==> src/rtl/sprite_pkg.sv <==
// sprite_pkg: shared screen geometry, widths and shadow-register type for sprite_fetch
package sprite_pkg;
  localparam int SCREEN_W = 640;
  localparam int SCREEN_H = 480;
  localparam int COORD_W = 10;
  localparam int PIX_IDX_W = 4;
  localparam logic [PIX_IDX_W-1:0] TRANSPARENT_IDX = 4'h0;
  typedef struct packed {
    logic [COORD_W-1:0] x;
    logic [COORD_W-1:0] y;
    logic flip;
  } shadow_t;
endpackage

==> src/rtl/sprite_geom.sv <==
// sprite_geom: scan position vs latched sprite box -> hit flag and sprite ROM address
module sprite_geom import sprite_pkg::*; #(
  parameter int SPRITE_W = 32,
  parameter int SPRITE_H = 32,
  parameter int ADDR_W = $clog2(SPRITE_W*SPRITE_H)
) (
  input  logic [COORD_W-1:0] draw_x,
  input  logic [COORD_W-1:0] draw_y,
  input  shadow_t            sh,
  output logic               hit,
  output logic [ADDR_W-1:0]  addr
);
  logic [COORD_W:0] dx, dy, col;
  // 11-bit differences: positions left of / above the sprite wrap large and miss
  always_comb begin
    dx = {1'b0, draw_x} - {1'b0, sh.x};
    dy = {1'b0, draw_y} - {1'b0, sh.y};
    hit = (dx < (COORD_W+1)'(SPRITE_W)) && (dy < (COORD_W+1)'(SPRITE_H));
    col = sh.flip ? (COORD_W+1)'(SPRITE_W-1) - dx : dx;
    addr = hit ? ADDR_W'(int'(dy) * SPRITE_W + int'(col)) : '0;
  end
endmodule

==> src/rtl/sprite_fetch.sv <==
// sprite_fetch: per-pixel sprite hit and ROM address, transparency-qualified palette index,
// once-per-frame sprite position latch and opaque-pixel count.
module sprite_fetch #(
  parameter int SPRITE_W = 32,
  parameter int SPRITE_H = 32,
  parameter int SCREEN_W = sprite_pkg::SCREEN_W,
  parameter int SCREEN_H = sprite_pkg::SCREEN_H,
  parameter logic [sprite_pkg::PIX_IDX_W-1:0] TRANSPARENT_IDX = sprite_pkg::TRANSPARENT_IDX,
  localparam int ADDR_W = $clog2(SPRITE_W*SPRITE_H)
) (
  input  logic                              vga_clk,
  input  logic                              reset,
  input  logic [sprite_pkg::COORD_W-1:0]    DrawX,
  input  logic [sprite_pkg::COORD_W-1:0]    DrawY,
  input  logic                              active,
  input  logic [sprite_pkg::COORD_W-1:0]    sprite_x,
  input  logic [sprite_pkg::COORD_W-1:0]    sprite_y,
  input  logic                              flip_h,
  output logic [ADDR_W-1:0]                 rom_addr,
  input  logic [sprite_pkg::PIX_IDX_W-1:0]  rom_q,
  output logic [sprite_pkg::PIX_IDX_W-1:0]  index,
  output logic                              pix_valid,
  output logic [ADDR_W:0]                   opaque_cnt,
  output logic                              frame_done
);
  import sprite_pkg::*;
  localparam int CNT_W = ADDR_W + 1;
  if (SCREEN_W >= (1 << COORD_W) || SCREEN_H >= (1 << COORD_W)) begin : g_screen_check
    $error("sprite_fetch: screen size does not fit the coordinate width");
  end
  shadow_t sh;
  logic latch, hit, hit_a, act_a, hit_b, act_b, v;
  logic [ADDR_W-1:0] addr;
  logic [CNT_W-1:0] running;
  sprite_geom #(.SPRITE_W(SPRITE_W), .SPRITE_H(SPRITE_H), .ADDR_W(ADDR_W)) u_geom (
    .draw_x(DrawX),
    .draw_y(DrawY),
    .sh(sh),
    .hit(hit),
    .addr(addr)
  );
  always_comb begin
    latch = (DrawX == '0) && (DrawY == COORD_W'(SCREEN_H));
    v = hit_b && act_b && (rom_q != TRANSPARENT_IDX);
  end
  // hit_b/act_b line up with rom_q, which arrives one cycle after rom_addr
  always_ff @(posedge vga_clk) begin
    if (reset) begin
      sh <= '0;
      rom_addr <= '0;
      hit_a <= 1'b0;
      act_a <= 1'b0;
      hit_b <= 1'b0;
      act_b <= 1'b0;
      pix_valid <= 1'b0;
      index <= TRANSPARENT_IDX;
      opaque_cnt <= '0;
      running <= '0;
      frame_done <= 1'b0;
    end else begin
      if (latch) sh <= '{x: sprite_x, y: sprite_y, flip: flip_h};
      rom_addr <= addr;
      hit_a <= hit;
      act_a <= active;
      hit_b <= hit_a;
      act_b <= act_a;
      pix_valid <= v;
      index <= v ? rom_q : TRANSPARENT_IDX;
      frame_done <= latch;
      if (latch) begin
        opaque_cnt <= running;
        running <= '0;
      end else if (pix_valid && !(&running)) begin
        running <= running + CNT_W'(1);
      end
    end
  end
endmodule

==> config.mk <==
export PLATFORM = sky130hd
export DESIGN_NAME = sprite_fetch
export DESIGN_NICKNAME = d
export VERILOG_FILES = /design/src/rtl/sprite_pkg.sv /design/src/rtl/sprite_geom.sv /design/src/rtl/sprite_fetch.sv
export SDC_FILE = /design/constraint.sdc
export NUM_CORES = 1
export LEC_CHECK = 0
export BUFFER_PORTS_ARGS = -buffer_cell sky130_fd_sc_hd__buf_4
export CORE_ASPECT_RATIO = 2
export CORE_MARGIN = 1
export CORE_UTILIZATION = 50
export DETAILED_ROUTE_END_ITERATION = 7
export PLACE_DENSITY = 0.75
export SLEW_MARGIN = 20
export SYNTH_ARGS = -nofsm -noshare
export SYNTH_HDL_FRONTEND = slang
export SYNTH_SLANG_ARGS = --single-unit
==> constraint.sdc <==
create_clock -name vga_clk -period 3.1 [get_ports vga_clk]
set_input_delay 0.62 -clock vga_clk [delete_from_list [all_inputs] [get_ports vga_clk]]
set_output_delay 0.62 -clock vga_clk [all_outputs]
set_load 0.01 [all_outputs]
# Word level (Yosys, flattened, before mapping)
# Index checks and enable logic that the tools add are counted.
dict set report totals {
  output_inout_bits 27
  in_bits 48
  wordCells 36
  regBits 63
}
dict set report op_classes {
  addsub 5
  bitwise_logic 2
  n_reduce_logical 12
  eq_ne 1
  mux 1
  order_cmp 2
}
# op count
set ops {}
lappend ops {{< comparator 11 x 6 -> 1 bit (second input constant)} 2}
lappend ops {{subtractor 10 x 10 -> 11 bit} 2}
lappend ops {{adder 11 x 1 -> 11 bit (second input constant)} 1}
lappend ops {{AND reduction 11 bit} 1}
lappend ops {{adder 10 bit} 1}
lappend ops {{== test 10 x 9 -> 1 bit (second input constant)} 1}
lappend ops {{logical NOT 10 bit} 1}
lappend ops {{2-to-1 mux 10 bit} 1}
lappend ops {{subtractor 5 x 10 -> 10 bit (first input constant)} 1}
lappend ops {{OR reduction 2 bit} 3}
lappend ops {{logical AND 1 bit} 5}
lappend ops {{nonzero test 4 bit} 1}
lappend ops {{inverter 1 bit} 2}
lappend ops {{logical NOT 1 bit} 1}

# Logic depth before layout (Yosys ltp)
# Gate-level depths: netlist of run 1.
dict set report logic_depth {
  ltp_word 5
  depth_mapped 15
  mapped_depth_nobuf 15
}

# Hierarchy
# Synthesis of run 1 repeated with hierarchy kept, for this count alone.
dict set report unflattened {
  hier_cells 368
  area_unflattened_um2 3457.1
}
# mod cells_each seq_area_each_um2 area_per_inst_um2 n_inst
set modules_own_cells {}
lappend modules_own_cells {sprite_fetch 184 1261.2 2108.3 1}
lappend modules_own_cells {sprite_geom 184 0.0 1348.8 1}

# Worst setup path after synthesis of run 1
# No wires, ideal clock.
dict set report synth_path {
  path_type {input port to flip-flop}
  from {in DrawX[0] (netlist name)}
  to {reg rom_addr[9]}
  setup_ns 0.125
  t_required_ns 2.975
  n_path_buf 0
  path_slack_ns -0.179
  path_stages 14
  arrival_time_ns 3.154
  cell_sequence {inv_1 > ha_1 > fa_1 > nand2b_1 > a211o_1 > a31oi_1 > a41oi_1 > a221oi_1 > xnor2_1 > ha_1 > a21oi_1 > xor2_1 > xnor2_1 > nor3_1}
}
dict set report synth_via {
  elab_chain_cells 5
  word_cells_on_any_way 8
  cone_classes {add/sub (3); order compare (1); mux (1); bitwise (1); reduce/logical (2)}
}
# element line_no
set synth_rtl {}
lappend synth_rtl {{from (decl)} sprite_fetch.sv:13} ;# input logic [sprite_pkg::COORD_W-1:0] DrawX,
lappend synth_rtl {{subtractor 10 x 10 -> 11 bit (*)} sprite_geom.sv:16} ;# dx = {1'b0, draw_x} - {1'b0, sh.x};
lappend synth_rtl {{parallel branches: the longest is 4 deep, another holds subtractor 5 x 10 -> 10 bit} -}
lappend synth_rtl {{to (signal assigned)} sprite_fetch.sv:62} ;# rom_addr <= addr;
lappend synth_rtl {{to (decl)} sprite_fetch.sv:19} ;# output logic [ADDR_W-1:0] rom_addr,
# Every way passes the cells marked *.
# A chain may end at the register's enable or synchronous reset.

# Worst setup path in the final report of run 1
# Same ends and word-level chain as after synthesis.

==> reports/results.ini, run 1 <==
[clock_tree]
cts.clk_slew.worst_paths_ps=60
cts_tree=built
numCtsBuffers=9
ctsHoldBuffers=0
cts_root_buffer=clkbuf_16
clock-sinks=63
clockBufferDepth=2
clk_latency_ps=340
htreeDepth=3

[sta]
worst_pin_slew_ps=443
slew_viol_final=0
tns_ps=0
relSlewSlack_pct=70.4
max_freq_mhz=335
hold_viol_final=0
fin_crit_ps=2990
finClkSkew_ps=5.90
finalSetupViolCount=0
setup_ws_ps=115
grt_setup_unrepaired=true
post-route-period-util_pct=96.3

[power]
peakVddDrop_v=0.000307
pwr-share-clk_pct=47.8
switching_share_pct=24.9
p_switching_w=0.000526
pwr-share-comb_pct=13.8
pwr-share-seq_pct=38.4
intPower_w=0.00158
power_density_nw_per_um2=439
power.total_w=0.00211
cellLeakagePower_nw=1.97

[floorplanning]
die_y_um=121
core_region_area_sq_um=6890
die_width_um=61.5
ioPinCount=75
die_area_sq_um=7440
initial_utilization_pct=51.4
rows=43

[routing]
first_pass_iters=6
totalWireLength_um=8700
vias=3217
vias_per_cell=5.35
postRouteAntennaNets=0
drcViolationCount=0
post_drt_wl_per_cell_um=14.5
initialDrtViolationCount=273

[placement]
dp_hpwl_um=6610
gp_congestion=0.888
placedCellCount=584
dp_worst_setup_slack_ps=-372
io_buffers=74

[logic_synthesis]
ys_async_sr_fraction_pct=0
syn_area_sq_um=3540
yosys_warnings=0
synth_edf_count=0
syn-num-nets=475
ys_seq_elements=63
avgSynthCellArea_sq_um=8.89
yosysTopAreaCell=dfxtp_1
ys_types=49
ys_top_cells_by_area=dfxtp_1, mux2i_1, ha_1
yosysTopAreaCellShare_pct=35.6
netlist_instances=398
synthFlopType=dfxtp_1
yosysSeqAreaShare_pct=35.6

[setup_path]
worstReg2RegStart=sh[11]
cp_data_arrival_time_ps=3210
path_class=in2reg
cp.required_ps=3320
crit_path_start_kind=primary input
endpoint=rom_addr[9]
end_kind=register
worstSetupStartpoint=DrawX[0]
cp_max_fo=3
r2r_cells=13
regToRegSetupSlack_ps=140
r2r-end=rom_addr[9]

[layout]
synthToLayoutAreaGrowth_pct=35.9
layout_commonest_cell=buf_4
layout-drive-gt1-share_pct=30.5
final_nets=583
mostFrequentLayoutCells=buf_4, dfxtp_1, nor2_1
diodes=0
layout.cells.non_filler=601

[global_route]
overflow=0
grt_pass1_vias=3349
antenna_found_initial=0
grt_pass1_wl_um=14300
grtUsageTotal_pct=25.9
grt_start_max_net_pins=41

[outcome]
status=complete, no violations

[run]
cap_violations=0

[min_path]
hp-class=reg2reg

## power groups by stage
stage	clock network, W	registers [W]	logic [W]
after detailed placement	0	0.000829	0.000283
after global routing	0.00105	0.000811	0.000322
after global placement	0	0.000829	0.000276
after CTS	0.00102	0.000811	0.000287
final	0.00101	0.000811	0.000290
after floorplan	0	0.000829	0.000159
## final cells by class
type	count	area [sq um]
multi-input combinational	290	2160
fill	584	2080
sequential	63	1260
timing repair buffer	110	858
clock buffer	9	225
inverter	32	123
tap	90	113
clock inverter	7	72.6
## repair_timing
action | in CTS | in global routing
buffers inserted | 0 | 1
gates resized for setup | 3 | 10
setup endpoints to repair | 1 | 2
pin swaps | 0 | 1
## through the flow
step           utilization (%)  area (sq um)  hold slack, ps
5_1_grt                   69.8          4810             459
4_1_cts                   69.2          4760             445
6_report                  69.8          4810             439
2_1_floorplan                -          3550             414
3_5_place_dp              64.6          4450             426
3_3_place_gp              64.6          4450             419
## cells by family after synthesis
group	Yosys count	synth area share [%]
mux	36	10.2
flops	63	35.6
compound gates	61	11.2
xor+xnor	24	5.94
fa+ha+maj	29	10.9
buf+inv	45	5.16
simple gates	140	20.9
## synthesized netlist by cell type, types with 7 or more instances
master   instances
a21oi_1         19
dfxtp_1         63
ha_1            26
inv_1           32
mux2i_1         35
nand2_1         17
nand3_1         10
nor2_1          53
nor3_2           9
nor4_1           7
o21ai_0         11
xnor2_1          9
xor2_1          15
## layer usage
layer / track usage [%] / wire length [um] / vias to the layer above
met5: 0 / 0 / -
met4: 16.5 / 427 / 0
met3: 4.69 / 315 / 29
met2: 47.6 / 4950 / 82
met1: 24.1 / 3000 / 1506
li1: - / - / 1600
## sequential cells by signal (all words and copies together), names as in the netlist
register / flops
rom_addr: 10
act_b: 1
hit_b: 1
index: 4
act_a: 1
frame_done: 1
sh: 21
running: 11
opaque_cnt: 11
hit_a: 1
pix_valid: 1
## how the worst min path moves through the flow
stage                     startpoint  endpoint  slack [ps]  depth (start not counted)
final                          hit_a     hit_b         440                          1
after global routing           hit_a     hit_b         460                          1
after global placement         hit_a     hit_b         420                          1
after CTS                      hit_a     hit_b         450                          1
after floorplan                act_a     act_b         410                          1
after detailed placement       hit_a     hit_b         430                          1
## worst max-delay path, stage by stage
cell and delay, ps:
buf_8 80, inv_4 30, ha_4 150, fa_2 350, nand2b_4 160, a211o_1 300, a31oi_1 230, a41oi_2 70
a221oi_2 290, xnor2_1 150, ha_1 270, a21oi_2 130, xor2_1 170, xnor2_1 140, nor3_1 60
Power figures use the tool's default switching activity.
==> run 2: changes to the inputs <==
--- a/config.mk
+++ b/config.mk
@@ -8,9 +8,9 @@
 export BUFFER_PORTS_ARGS = -buffer_cell sky130_fd_sc_hd__buf_4
 export CORE_ASPECT_RATIO = 2
 export CORE_MARGIN = 1
-export CORE_UTILIZATION = 50
+export CORE_UTILIZATION = 30
 export DETAILED_ROUTE_END_ITERATION = 7
-export PLACE_DENSITY = 0.75
+export PLACE_DENSITY = 0.49
 export SLEW_MARGIN = 20
 export SYNTH_ARGS = -nofsm -noshare
 export SYNTH_HDL_FRONTEND = slang
==> run 2 against run 1 <==
Critical path type unchanged. Highest routed layer unchanged. Critical endpoint unchanged. Non-clock buffer count decreased by 4. Combinational power decreased by 2%. Sequential power about the same. Register-to-register slack improved by 50 ps. Critical path depth increased by 1.
==> reports/results.ini, run 2 (synthesis results as in run 1) <==
[setup_path]
slowest_delay_ps=340  ; about the same
cp.required_ps=3310  ; about the same
crit_family=adder cells
cp_data_arrival_time_ps=3210  ; about the same
critPathSlowestCell=fa_2
crit_cells=16  ; +1
path_class=in2reg
cp_max_fo=3  ; unchanged
crit_buf_inv=2  ; unchanged
crit_path_start_kind=primary input
r2r_cells=14  ; +1
regToRegSetupSlack_ps=190  ; +50 ps
end_kind=register
path_cells=buf_4, inv_1, ha_2, fa_2, nand2b_4, a211o_1, nand2_1, nand3_2, a21o_1, xnor2_1, ha_1, a21o_1, a21oi_2, xor2_1, xnor2_1, nor3_1

[routing]
vias=3145  ; -2.2%
totalWireLength_um=9480  ; +9.0%
first_pass_iters=5  ; -1
drcViolationCount=0  ; unchanged
postRouteAntennaNets=0  ; unchanged
vias_per_cell=4.85  ; -9.5%
initialDrtViolationCount=52  ; -81%
post_drt_wl_per_cell_um=14.6  ; +0.92%

[clock_tree]
htreeDepth=3  ; unchanged
ctsHoldBuffers=0  ; unchanged
clk_latency_ps=340  ; about the same
cts.clk_slew.worst_paths_ps=60  ; about the same
clockBufferDepth=2  ; unchanged
clock-sinks=63  ; unchanged
cts_tree=built
cts_root_buffer=clkbuf_16
numCtsBuffers=9  ; unchanged

[sta]
worst_pin_slew_ps=386  ; -57.2 ps
finalSetupViolCount=0  ; unchanged
post-route-period-util_pct=96.6  ; +0.35 points
relSlewSlack_pct=74.2  ; +3.8 points
hold_viol_final=0  ; unchanged
grt_setup_unrepaired=true
max_freq_mhz=334  ; -0.37%
finClkSkew_ps=8.74  ; +2.84 ps
slew_viol_final=0  ; unchanged
fin_crit_ps=3000  ; +10.9 ps

[power]
pwr-share-clk_pct=48.9  ; +1.1 points
pwr-share-seq_pct=37.8  ; -0.6 points
switching_share_pct=24.4  ; -0.52 points
pwr-share-comb_pct=13.3  ; -0.5 points
power_density_nw_per_um2=446  ; +1.6%
peakVddDrop_v=0.000303  ; -1.5%
p_switching_w=0.000524  ; -0.49%
intPower_w=0.00162  ; +2.3%
cellLeakagePower_nw=1.95  ; -0.82%

[global_route]
grtUsageTotal_pct=17.0  ; -8.9 points
grt_start_max_net_pins=26  ; -37%
antenna_found_initial=0  ; unchanged
grt_pass1_vias=3219  ; -3.9%
overflow=0  ; unchanged
grt_pass1_wl_um=15500  ; +8.1%

[placement]
placedCellCount=633  ; +8.4%
gp_congestion=0.840  ; -5.4%
placed_area_sq_um=4480  ; +0.67%
dp_hpwl_um=7580  ; +15%
io_buffers=74  ; unchanged

[layout]
design_area_sq_um=4810  ; about the same
layout.cells.non_filler=649  ; +8.0%
regMostFlops=sh
largest_reg_flops=21  ; unchanged
nFillCells=1210  ; +110%
largest_registers=sh: 21 flops, opaque_cnt: 11 flops, running: 11 flops
final_nets=579  ; -0.69%
mostFrequentLayoutCells=buf_4, dfxtp_1, nor2_1
layout_commonest_cell=buf_4
layout-drive-gt1-share_pct=29.2  ; -1.3 points
synthToLayoutAreaGrowth_pct=35.9  ; about the same
diodes=0  ; unchanged

[outcome]
status=complete, no violations

[run]
cap_violations=0  ; unchanged

[floorplanning]
die_y_um=156  ; +29%
die_width_um=78.8  ; +28%
core_region_area_sq_um=11400  ; +66%
die_area_sq_um=12300  ; +65%
rows=55  ; +28%
ioPinCount=75  ; unchanged
initial_utilization_pct=31.0  ; -20 points

[min_path]
holdPathStages=1  ; unchanged
hp-class=reg2reg

run 2: area by class of cell:
cell class | count | area (sq um) | share of cell area, %
multi-input combinational | 290 | 2130 | 44.4
sequential | 63 | 1260 | 26.2
timing repair buffer | 106 | 808 | 16.8
clock buffer | 11 | 253 | 5.25
tap | 142 | 178 | 3.69
inverter | 32 | 120 | 2.50
clock inverter | 5 | 56.3 | 1.17
run 2: worst reg2reg max path, delay by kind of cell, from the launching register on:
kind,cells,cell delay (ps)
flip-flops,1,330
AO/OA/AOI/OAI,4,820
adder cells (fa/ha/maj),3,830
AND/OR/NAND/NOR,4,370
XOR/XNOR,3,440
run 2: repair_timing:
action	CTS	global route
endpoints found under the setup margin	1	1
cloned	0	0
setup buffers	0	0
pin swaps	2	4
gates resized for setup	2	2
run 2: power groups by stage:
stage,Sequential (W),Combinational (W),Clock (W)
floorplan,0.000829,0.000159,0
global placement,0.000829,0.000282,0
detailed placement,0.000829,0.000286,0
CTS,0.000811,0.000289,0.00109
global route,0.000811,0.000318,0.00112
finish,0.000811,0.000285,0.00105
run 2: path summary, 6_finish.rpt:
path,end,startpoint
min,act_b,act_a
max reg2reg,rom_addr[9],sh[11]
min reg2reg,act_b,act_a
max,rom_addr[9],DrawX[0]
run 2: per-stage QoR:
step	utilization, %	setup slack (ps)	setup TNS, ps	power, W	hold slack (ps)
2_1_floorplan	-	-108	-108	0.000988	414
3_3_place_gp	39.2	-316	-520	0.00111	439
3_5_place_dp	39.2	-354	-607	0.00112	435
4_1_cts	42.0	14.3	0	0.00219	455
5_1_grt	42.1	-60.0	-60.0	0.00225	456
6_report	42.1	104	0	0.00214	448
run 2: metal layers:
layer | share of wire (%) | vias to the layer above | global-route usage, %
li1 | - | 1591 | -
met4 | 4.8 | 0 | 11.0
met2 | 58 | 59 | 33.1
met3 | 2.7 | 25 | 3.33
met5 | 0 | - | 0
met1 | 34 | 1470 | 15.2
==> run 3: changes to the inputs <==
--- a/config.mk
+++ b/config.mk
@@ -6,11 +6,12 @@
 export NUM_CORES = 1
 export LEC_CHECK = 0
 export BUFFER_PORTS_ARGS = -buffer_cell sky130_fd_sc_hd__buf_4
+export CAP_MARGIN = 10
 export CORE_ASPECT_RATIO = 2
 export CORE_MARGIN = 1
 export CORE_UTILIZATION = 30
 export DETAILED_ROUTE_END_ITERATION = 7
-export PLACE_DENSITY = 0.49
+export PLACE_DENSITY = 0.47
 export SLEW_MARGIN = 20
 export SYNTH_ARGS = -nofsm -noshare
 export SYNTH_HDL_FRONTEND = slang
==> constraint.sdc (replaced) <==
create_clock -name vga_clk -period 3.75 [get_ports vga_clk]
set_input_delay 0.75 -clock vga_clk [delete_from_list [all_inputs] [get_ports vga_clk]]
set_output_delay 0.75 -clock vga_clk [all_outputs]
set_load 0.01 [all_outputs]
==> run 3 against run 2 <==
Sequential share of layout area grew 1.3 points. Register-to-register slack better by 410 ps. Total power decreased by 15%. Hold slack got worse by 6.6 ps. First-iteration DRC count rose by 52%. Largest cell class unchanged. Highest routed layer unchanged. Global-route usage shrank 1.1 points. Clock skew down 1.3 ps. Final cell count shrank 4.2%. Via count decreased by 3.7%. Worst setup slack improved by 250 ps.
==> reports/results.ini, run 3 (synthesis results as in run 1) <==
[sta]
finalSetupViolCount=0  ; unchanged
tns_ps=0  ; unchanged
finClkSkew_ps=7.45  ; -1.29 ps
relSlewSlack_pct=59.7  ; -14 points
max_freq_mhz=295
grt_setup_unrepaired=false
post-route-period-util_pct=90.5
slew_viol_final=0  ; unchanged
fin_crit_ps=3390
worst_pin_slew_ps=599  ; +212 ps
hold_viol_final=0  ; unchanged

[floorplanning]
die_y_um=156  ; unchanged
die_width_um=78.8  ; unchanged
initial_utilization_pct=31.0  ; unchanged
die_area_sq_um=12300  ; unchanged
rows=55  ; unchanged
ioPinCount=75  ; unchanged
core_region_area_sq_um=11400  ; unchanged

[layout]
regMostFlops=sh
synthToLayoutAreaGrowth_pct=29.7
largest_registers=sh: 21 flops, opaque_cnt: 11 flops, running: 11 flops
mostFrequentLayoutCells=buf_4, dfxtp_1, nor2_1
layout.cells.non_filler=622  ; -4.2%
diodes=0  ; unchanged
final_nets=552  ; -4.7%
nFillCells=1209  ; -0.083%
layout_commonest_cell=buf_4
largest_reg_flops=21  ; unchanged
layout-drive-gt1-share_pct=23.3  ; -5.9 points

[global_route]
grt_pass1_wl_um=14800  ; -4.6%
antenna_found_initial=0  ; unchanged
overflow=0  ; unchanged
grt_start_max_net_pins=41  ; +58%
grt_pass1_vias=3082  ; -4.3%
grtUsageTotal_pct=15.9  ; -1.1 points

[clock_tree]
cts_resized=0  ; -2
cts.clk_slew.worst_paths_ps=50  ; about the same
cts_tree=built
cts_setup_buffers=0  ; unchanged
htreeDepth=3  ; unchanged
numCtsBuffers=9  ; unchanged
clockBufferDepth=2  ; unchanged
ctsHoldBuffers=0  ; unchanged
clock-sinks=63  ; unchanged
clk_latency_ps=320  ; -20 ps
cts_root_buffer=clkbuf_16

[routing]
route.met2.wl_um=5350  ; -3.0%
postRouteAntennaNets=0  ; unchanged
wl_met3_um=254  ; +0.79%
first_pass_iters=4  ; -1
maxUsedRoutingLayer=met4
drcViolationCount=0  ; unchanged
post_drt_wl_per_cell_um=14.6  ; -0.34%
vias=3029  ; -3.7%
totalWireLength_um=9050  ; -4.5%
initialDrtViolationCount=79  ; +52%
vias_per_cell=4.87  ; +0.49%
wl_met1_um=3170  ; -2.7%

[setup_path]
crit_buf_inv=2  ; unchanged
cp.required_ps=3960  ; +650 ps
critPathSlowestCell=fa_1
r2r-end=rom_addr[9]
path_class=in2reg
regToRegSetupSlack_ps=600  ; +410 ps
slowest_delay_ps=400  ; +60 ps
end_kind=register
crit_path_start_kind=primary input
crit_family=compound AO/OA/AOI/OAI gates
cp_data_arrival_time_ps=3600  ; +390 ps
path_cells=buf_4, inv_1, ha_1, fa_1, nand2b_1, a211o_1, a31oi_1, a41oi_1, a221oi_1, xnor2_1, ha_1, a21oi_1, xor2_1, xnor2_1, nor3_1
r2r_cells=13  ; -1
worstReg2RegStart=sh[11]
cp_max_fo=3  ; unchanged

[min_path]
hp-class=reg2reg
holdPathStages=1  ; unchanged
worstHoldStart=act_a
hold_end=act_b

[run]
cap_violations=0  ; unchanged

[placement]
gp_congestion=0.788  ; -6.2%
io_buffers=74  ; unchanged
placedCellCount=606  ; -4.3%
dp_hpwl_um=7200  ; -4.9%

[power]
peakVddDrop_v=0.000221  ; -27%
cellLeakagePower_nw=1.82  ; -6.6%
power_density_nw_per_um2=398  ; -11%

[outcome]
status=complete, no violations

## run 3: layout make-up
| type | count | area (sq um) | share of cell area (%) |
|---|---|---|---|
| Multi-Input combinational cell | 290 | 2100 | 45.7 |
| Sequential cell | 63 | 1260 | 27.5 |
| Timing Repair Buffer | 79 | 593 | 12.9 |
| Clock buffer | 11 | 233 | 5.07 |
| Tap cell | 142 | 178 | 3.87 |
| Inverter | 32 | 120 | 2.62 |
| Clock inverter | 5 | 106 | 2.32 |
## run 3: layer usage
metal	track usage [%]	up-vias
met2	31.9	54
li1	-	1545
met4	8.20	0
met5	0	-
met3	2.87	14
met1	14.6	1416
## run 3: worst register-to-register path, delay by kind of cell (launching register included)
| family | cells | cell delay [ps] |
|---|---|---|
| flops | 1 | 330 |
| compound gates | 5 | 1090 |
| xor+xnor | 3 | 500 |
| fa+ha+maj | 3 | 860 |
| simple gates | 2 | 260 |
## run 3: how the worst max path moves through the flow
stage,start,cells past startpoint,endpoint,slack (ps)
floorplan,DrawX[0],14,rom_addr[9],340
global placement,DrawX[0],15,rom_addr[9],90
detailed placement,DrawX[0],15,rom_addr[9],10
CTS,DrawX[0],15,rom_addr[9],360
global route,DrawX[0],15,rom_addr[9],100
finish,DrawX[0],15,rom_addr[9],360
## run 3: stage by stage
step	cell area (sq um)	total power, W	setup slack [ps]	hold WS (ps)	util (%)
floorplan	3540	0.000814	341	414	-
global placement	4250	0.000889	94.9	431	37.2
detailed placement	4250	0.000891	10.7	427	37.2
CTS	4590	0.00186	356	447	40.2
global route	4590	0.00191	95.2	475	40.2
finish	4590	0.00183	355	441	40.2
## run 3: power breakdown
part	internal, W	switching, W	leakage, nW	total (W)
clock network	0.000651	0.000302	0.160	0.000953
registers	0.000671	0.000000205	0.508	0.000671
logic	0.0000965	0.000107	1.16	0.000204
